File: config.mk
export PLATFORM = sky130hd
export DESIGN_NAME = oled_spi_ctrl
export DESIGN_NICKNAME = d
export VERILOG_FILES = /design/src/rtl/oled_pkg.sv /design/src/rtl/oled_spi_shifter.sv /design/src/rtl/oled_spi_ctrl.sv
export SDC_FILE = /design/constraint.sdc
export NUM_CORES = 1
export LEC_CHECK = 0
export CORE_UTILIZATION = 36
export CTS_BUF_LIST = sky130_fd_sc_hd__clkbuf_4 sky130_fd_sc_hd__clkbuf_8 sky130_fd_sc_hd__clkbuf_16
export DETAILED_ROUTE_END_ITERATION = 12
export GPL_TIMING_DRIVEN = 0
export SLEW_MARGIN = 40
export SYNTH_ARGS = -nofsm -noshare
export SYNTH_HDL_FRONTEND = slang
export SYNTH_SLANG_ARGS = --single-unit
export TNS_END_PERCENT = 50
File: constraint.sdc
create_clock -name clk -period 1.4 [get_ports clk]
set_input_delay 0.42 -clock clk [delete_from_list [all_inputs] [get_ports clk]]
set_output_delay 0.42 -clock clk [all_outputs]
set_load 0.02 [all_outputs]
File: src/rtl/oled_pkg.sv
// Shared definitions for the fabric-side SSD1306 OLED SPI controller.
// Configuration macro: OLED_CTRL_INIT_ROM_EN enables the built-in init sequence.
package oled_pkg;

    typedef enum logic [2:0] {
        ST_RST_LOW,
        ST_RST_WAIT,
        ST_INIT,
        ST_IDLE,
        ST_SHIFT
    } state_t;

    localparam logic DC_CMD  = 1'b0;
    localparam logic DC_DATA = 1'b1;

    // SSD1306 128x64 power-up command list, sent in order with DC = command.
    localparam int INIT_LEN = 25;
    localparam logic [7:0] INIT_ROM [INIT_LEN] = '{
        8'hAE, 8'hD5, 8'h80, 8'hA8, 8'h3F, 8'hD3, 8'h00, 8'h40,
        8'h8D, 8'h14, 8'h20, 8'h00, 8'hA1, 8'hC8, 8'hDA, 8'h12,
        8'h81, 8'hCF, 8'hD9, 8'hF1, 8'hDB, 8'h40, 8'hA4, 8'hA6,
        8'hAF
    };

    // ROM lookup that returns 0 for indices past the end of the list.
    function automatic logic [7:0] initByte(input logic [4:0] idx);
        logic [7:0] b;
        b = 8'h00;
        if (idx < 5'(INIT_LEN)) begin
            b = INIT_ROM[idx];
        end
        return b;
    endfunction

endpackage

File: src/rtl/oled_spi_shifter.sv
// SPI mode-0 byte serializer: MSB first, SCLK idles low, DC and SDIN only move
// while SCLK is low. One start pulse launches a byte; done pulses in the final
// SCLK-high cycle so the next owner can act on the following edge.
module oled_spi_shifter
    import oled_pkg::*;
#(
    parameter int CLK_DIV = 4
) (
    input  logic       clk,
    input  logic       rst_n,
    input  logic       start_i,
    input  logic [7:0] data_i,
    input  logic       dc_i,
    output logic       busy_o,
    output logic       done_o,
    output logic       sclk_o,
    output logic       sdin_o,
    output logic       dc_o
);

    localparam int DIV_W = (CLK_DIV > 1) ? $clog2(CLK_DIV) : 1;

    logic             active_q, active_d;
    logic [DIV_W-1:0] div_q, div_d;
    logic [2:0]       bit_q, bit_d;
    logic [7:0]       shreg_q, shreg_d;
    logic             sclk_q, sclk_d;
    logic             dc_q, dc_d;
    logic             tick;

    assign tick   = (div_q == DIV_W'(CLK_DIV - 1));
    assign done_o = active_q & sclk_q & tick & (bit_q == 3'd7);
    assign busy_o = active_q;
    assign sclk_o = sclk_q;
    assign sdin_o = shreg_q[7];
    assign dc_o   = dc_q;

    // Next-state logic: each half-period tick toggles SCLK; a falling edge advances the bit.
    always_comb begin
        active_d = active_q;
        div_d    = div_q;
        bit_d    = bit_q;
        shreg_d  = shreg_q;
        sclk_d   = sclk_q;
        dc_d     = dc_q;
        if (!active_q) begin
            if (start_i) begin
                active_d = 1'b1;
                div_d    = '0;
                bit_d    = 3'd0;
                shreg_d  = data_i;
                dc_d     = dc_i;
                sclk_d   = 1'b0;
            end
        end else begin
            div_d = tick ? '0 : div_q + 1'b1;
            if (tick) begin
                if (!sclk_q) begin
                    sclk_d = 1'b1;
                end else begin
                    sclk_d = 1'b0;
                    if (bit_q == 3'd7) begin
                        active_d = 1'b0;
                    end else begin
                        bit_d   = bit_q + 3'd1;
                        shreg_d = {shreg_q[6:0], 1'b0};
                    end
                end
            end
        end
    end

    // State register with synchronous active-low reset.
    always_ff @(posedge clk) begin
        if (!rst_n) begin
            active_q <= 1'b0;
            div_q    <= '0;
            bit_q    <= 3'd0;
            shreg_q  <= 8'h00;
            sclk_q   <= 1'b0;
            dc_q     <= DC_CMD;
        end else begin
            active_q <= active_d;
            div_q    <= div_d;
            bit_q    <= bit_d;
            shreg_q  <= shreg_d;
            sclk_q   <= sclk_d;
            dc_q     <= dc_d;
        end
    end

endmodule

File: src/rtl/oled_spi_ctrl.sv
// OLED sequencer top: power-up reset pulse, optional init command stream, then
// host byte serialization through the shared SPI shifter.
// Configuration macro: OLED_CTRL_INIT_ROM_EN compiles in the INIT state.
module oled_spi_ctrl
    import oled_pkg::*;
#(
    parameter int CLK_DIV      = 4,
    parameter int RST_LOW_CYC  = 1000,
    parameter int RST_WAIT_CYC = 1000
) (
    input  logic       clk,
    input  logic       rst_n,
    input  logic       s_valid,
    output logic       s_ready,
    input  logic [7:0] s_data,
    input  logic       s_dc,
    input  logic       reinit,
    output logic       init_done,
    output logic       busy,
    output logic       oled_nrst,
    output logic       oled_dc,
    output logic       oled_sclk,
    output logic       oled_sdin
);

    localparam int CNT_MAX = (RST_LOW_CYC > RST_WAIT_CYC) ? RST_LOW_CYC : RST_WAIT_CYC;
    localparam int CNT_W   = $clog2(CNT_MAX + 1);

    state_t           state_q, state_d;
    logic [CNT_W-1:0] cnt_q, cnt_d;
    logic             pending_q, pending_d;
    logic             init_done_q, init_done_d;
`ifdef OLED_CTRL_INIT_ROM_EN
    logic [4:0]       rom_idx_q, rom_idx_d;
`endif

    logic       shift_start;
    logic [7:0] shift_data;
    logic       shift_dc;
    logic       shift_busy;
    logic       shift_done;

    assign oled_nrst = (state_q != ST_RST_LOW);
    assign busy      = (state_q != ST_IDLE);
    assign init_done = init_done_q;

    oled_spi_shifter #(
        .CLK_DIV (CLK_DIV)
    ) u_shifter (
        .clk     (clk),
        .rst_n   (rst_n),
        .start_i (shift_start),
        .data_i  (shift_data),
        .dc_i    (shift_dc),
        .busy_o  (shift_busy),
        .done_o  (shift_done),
        .sclk_o  (oled_sclk),
        .sdin_o  (oled_sdin),
        .dc_o    (oled_dc)
    );

    // Sequencer: reset timing, init streaming, host handshake and deferred reinit.
    always_comb begin
        state_d     = state_q;
        cnt_d       = cnt_q;
        pending_d   = pending_q;
        init_done_d = init_done_q;
        shift_start = 1'b0;
        shift_data  = s_data;
        shift_dc    = s_dc;
        s_ready     = 1'b0;
`ifdef OLED_CTRL_INIT_ROM_EN
        rom_idx_d   = rom_idx_q;
`endif
        case (state_q)
            ST_RST_LOW: begin
                init_done_d = 1'b0;
                pending_d   = 1'b0;
                if (cnt_q == CNT_W'(RST_LOW_CYC - 1)) begin
                    cnt_d   = '0;
                    state_d = ST_RST_WAIT;
                end else begin
                    cnt_d = cnt_q + 1'b1;
                end
            end
            ST_RST_WAIT: begin
                if (cnt_q == CNT_W'(RST_WAIT_CYC - 1)) begin
                    cnt_d = '0;
`ifdef OLED_CTRL_INIT_ROM_EN
                    state_d   = ST_INIT;
                    rom_idx_d = 5'd0;
`else
                    state_d     = ST_IDLE;
                    init_done_d = 1'b1;
`endif
                end else begin
                    cnt_d = cnt_q + 1'b1;
                end
            end
`ifdef OLED_CTRL_INIT_ROM_EN
            ST_INIT: begin
                shift_data = initByte(rom_idx_q);
                shift_dc   = DC_CMD;
                if (reinit) begin
                    pending_d = 1'b1;
                end
                if (shift_done) begin
                    if (pending_q || reinit) begin
                        state_d = ST_RST_LOW;
                    end else if (rom_idx_q == 5'(INIT_LEN)) begin
                        state_d     = ST_IDLE;
                        init_done_d = 1'b1;
                    end
                end else if (!shift_busy) begin
                    if (pending_q || reinit) begin
                        state_d = ST_RST_LOW;
                    end else begin
                        shift_start = 1'b1;
                        rom_idx_d   = rom_idx_q + 5'd1;
                    end
                end
            end
`endif
            ST_IDLE: begin
                s_ready = !reinit && !shift_busy;
                if (reinit) begin
                    state_d     = ST_RST_LOW;
                    init_done_d = 1'b0;
                end else if (s_valid && !shift_busy) begin
                    shift_start = 1'b1;
                    state_d     = ST_SHIFT;
                end
            end
            ST_SHIFT: begin
                if (reinit) begin
                    pending_d = 1'b1;
                end
                if (shift_done) begin
                    if (pending_q || reinit) begin
                        state_d     = ST_RST_LOW;
                        init_done_d = 1'b0;
                    end else begin
                        state_d = ST_IDLE;
                    end
                end
            end
            default: begin
                state_d     = ST_RST_LOW;
                cnt_d       = '0;
                init_done_d = 1'b0;
            end
        endcase
    end

    // Control registers with synchronous active-low reset.
    always_ff @(posedge clk) begin
        if (!rst_n) begin
            state_q     <= ST_RST_LOW;
            cnt_q       <= '0;
            pending_q   <= 1'b0;
            init_done_q <= 1'b0;
`ifdef OLED_CTRL_INIT_ROM_EN
            rom_idx_q   <= 5'd0;
`endif
        end else begin
            state_q     <= state_d;
            cnt_q       <= cnt_d;
            pending_q   <= pending_d;
            init_done_q <= init_done_d;
`ifdef OLED_CTRL_INIT_ROM_EN
            rom_idx_q   <= rom_idx_d;
`endif
        end
    end

endmodule

==> flow_summary.toml <==
[cts]
postCtsHoldBufs = 0
cts-root-buf = "clkbuf_8"
clock_sinks = 31
cts_max_level = 2
clock_latency_ns = 0.29
clock_path_buffers = 2
clk_pin_slew_ns = 0.07
cts_tree = "yes"
cts_buffers = 5

[placed_design]
place.gp.congestion = 0.708
detailed_place_hpwl_mm = 2.29
io_buffers = 18
dp.cells = 251
placed_area_um2 = 1890

[critical_path]
reg2regPathDepth = 6
r2r_start = "state_q[1]$_SDFFE_PN0P_"
cp_data_required_time_ns = 0.98
critPathKind = "reg -> out"
cp-start-kind = "flip-flop"
ff2ff_setup_slack_ns = -0.10
end_kind = "output pin"
critPathArrivalTime_ns = 1.19
cp_max_fo = 7
timing.rr.end = "u_shifter.shreg_q[5]$_SDFFE_PN0P_"

[flow_run]
cap_violations = 0

[global_route]
grt_remaining_overflow = 0
antenna_found_initial = 0
grt_pass1_wl_mm = 6.23
grt_usage = 0.162
grt_max_degree = 11
grt_pass1_vias = 1424

[sta]
max_freq_mhz = 620
layout_min_cycle_time_ns = 1.61
finalHoldViolations = 0
finalSetupViolations = 25
max-slew-margin-rel = 0.676
finalCritPeriodShare = 1.15
skew_ns = 0.00942
rsz0062_at_grt = "true"
finalMaxSlewViolations = 0
tightest_slew_ns = 0.486
setup_ws_ns = -0.214

[layout]
layout-drive-gt1-share = 0.400
final_cell_mix = "27 x nand2_1, 19 x dfxtp_1, 14 x buf_4"
finalNonFillerCells = 277
final_nets = 241
area_delta_synth_final_pct = 46.9
mostFrequentLayoutCell = "nand2_1"
n_antenna_cell = 0
stdcell_area_um2 = 2390

[floorplan]
start_util = 0.374
fp.dieW_um = 69.2
rows = 24
pin_count = 20
design.core.area_um2 = 4350
die-area_um2 = 4790
die_h_um = 69.2

[min_path]
min_from = "u_shifter.shreg_q[7]$_SDFFE_PN0P_"
hold_path_class = "reg -> reg"
whs_endpoint = "u_shifter.shreg_q[7]$_SDFFE_PN0P_"
hold_depth = 2

[synth]
seq_area_frac_synth = 0.381
ys_ff_latch = 31
synth_top_area_frac = 0.381
synth_top_area_cell = "dfxtp_1"
synthDistinctLibCells = 43
synthArstFlopShare = 0
synth.avg_cell_area_um2 = 8.99
synth_cells = 181
ys.flop_type = "dfxtp_1"
synth_area_um2 = 1630
synth_edf_count = 0
ys.warnings.count = 0
synth_fp_nets = 198
synth.area.top_cells = "dfxtp_1 38%, nand2_1 6.9%, mux2i_1 6.8%"

[run_status]
status = "complete, but fails checks"
failed_checks = "negative setup slack"

[detailed_routing]
drt_iter0_drc = 63
via_per_inst = 5.21
first_pass_iters = 4
wl_met3_um = 128
wl_met1_mm = 1.71
vias = 1444
routed.top_layer = "met4"
drt-total-wl_mm = 3.88
drcViolationCount = 0
ant_nets = 0
routed-wl-met2_mm = 1.99
routedWlPerCell_um = 14.0

[power_and_ir_drop]
p_leak_nw = 0.996
finalPower_mw = 1.94
power_density_nw_per_um2 = 810
irDropWorstVdd_mv = 0.510
-- where the power goes --
| part | switching (mW) | internal (mW) |
|---|---|---|
| combinational | 0.0496 | 0.0604 |
| clock | 0.357 | 0.576 |
| sequential | 0.0124 | 0.882 |
-- worst max path at each step --
stage	from	endpoint	slack, ns	cells after the start
after floorplan	state_q[1]$_SDFFE_PN0P_	state_q[0]$_SDFFE_PN0P_	-0.03	6
after global placement	reinit	s_ready	-1.10	4
after detailed placement	reinit	s_ready	-1.10	4
after CTS	state_q[1]$_SDFFE_PN0P_	oled_nrst	-0.28	3
after global routing	state_q[1]$_SDFFE_PN0P_	s_ready	-0.24	4
final	state_q[0]$_SDFFE_PN0P_	oled_nrst	-0.21	2
-- stage by stage --
step | TNS (ns) | util | hold WS, ns | setup WS, ns
after floorplan | -0.0604 | - | 0.435 | -0.0328
after global placement | -14.94 | 0.434 | 0.448 | -1.10
after detailed placement | -14.59 | 0.434 | 0.453 | -1.10
after CTS | -2.40 | 0.505 | 0.466 | -0.276
after global routing | -2.95 | 0.549 | 0.474 | -0.242
final | -1.80 | 0.549 | 0.460 | -0.214
-- registers in the layout, indices dropped and copies added, names as in the netlist --
name and count:
cnt_q 10, u_shifter.bit_q 3, u_shifter.div_q 2, u_shifter.busy_o 1
u_shifter.shreg_q 8, u_shifter.sclk_o 1, init_done 1, state_q 3
pending_q 1, u_shifter.dc_o 1
-- per-layer routing --
layer  GRT usage  up-vias
met1       0.183      684
met5           0        -
met2       0.287       25
met4      0.0612        0
li1            -      730
met3      0.0451        5
-- cells in the mapped netlist, types with 2 or more instances --
cell type   n
nand3_1     7
nor2b_1     2
buf_2       2
o221a_2     2
nor3_1      2
buf_6       3
clkbuf_1    4
and2_1      3
xor2_1      6
a21oi_1     7
or3_1       4
nand4_1     3
o21ai_0     5
nand2_1    30
mux2_2      7
ha_1        4
o21a_1      3
and4_1      4
or2_2       2
dfxtp_1    31
nor2_1     13
a31oi_1     3
a21boi_0    2
mux2i_1    11
nand2b_1    3
-- timing repair --
item                                    CTS  global route
gates cloned                              1             1
buffers inserted                          7            11
endpoints found under the setup margin   37            30
resized for setup                        54            39
pin swaps                                 7            17
-- critical path, cell delays in order (launching register included) --
cell and delay (ns):
dfxtp_4 0.37, or3_4 0.40, buf_6 0.14
-- kinds of logic (layout without fill, tap and decap cells) --
| group | count (synthesis) | in the layout | synth area share |
|---|---|---|---|
| flops | 31 | 31 | 0.381 |
| fa+ha+maj | 4 | 4 | 0.0307 |
| compound gates | 28 | 29 | 0.118 |
| buf+inv | 11 | 54 | 0.0430 |
| simple gates | 83 | 83 | 0.278 |
| mux | 18 | 18 | 0.116 |
| xor+xnor | 6 | 6 | 0.0323 |
-- cell type report --
type,count,area [um^2]
flip-flops and latches,31,648
repair buffers,37,340
clock inverters,2,35.0
fillers,407,1960
plain buffers,8,56.3
inverters,1,3.75
well taps,52,65.1
multi-input cells,140,1160
clock buffers,6,82.6
Power figures use the tool's default switching activity.
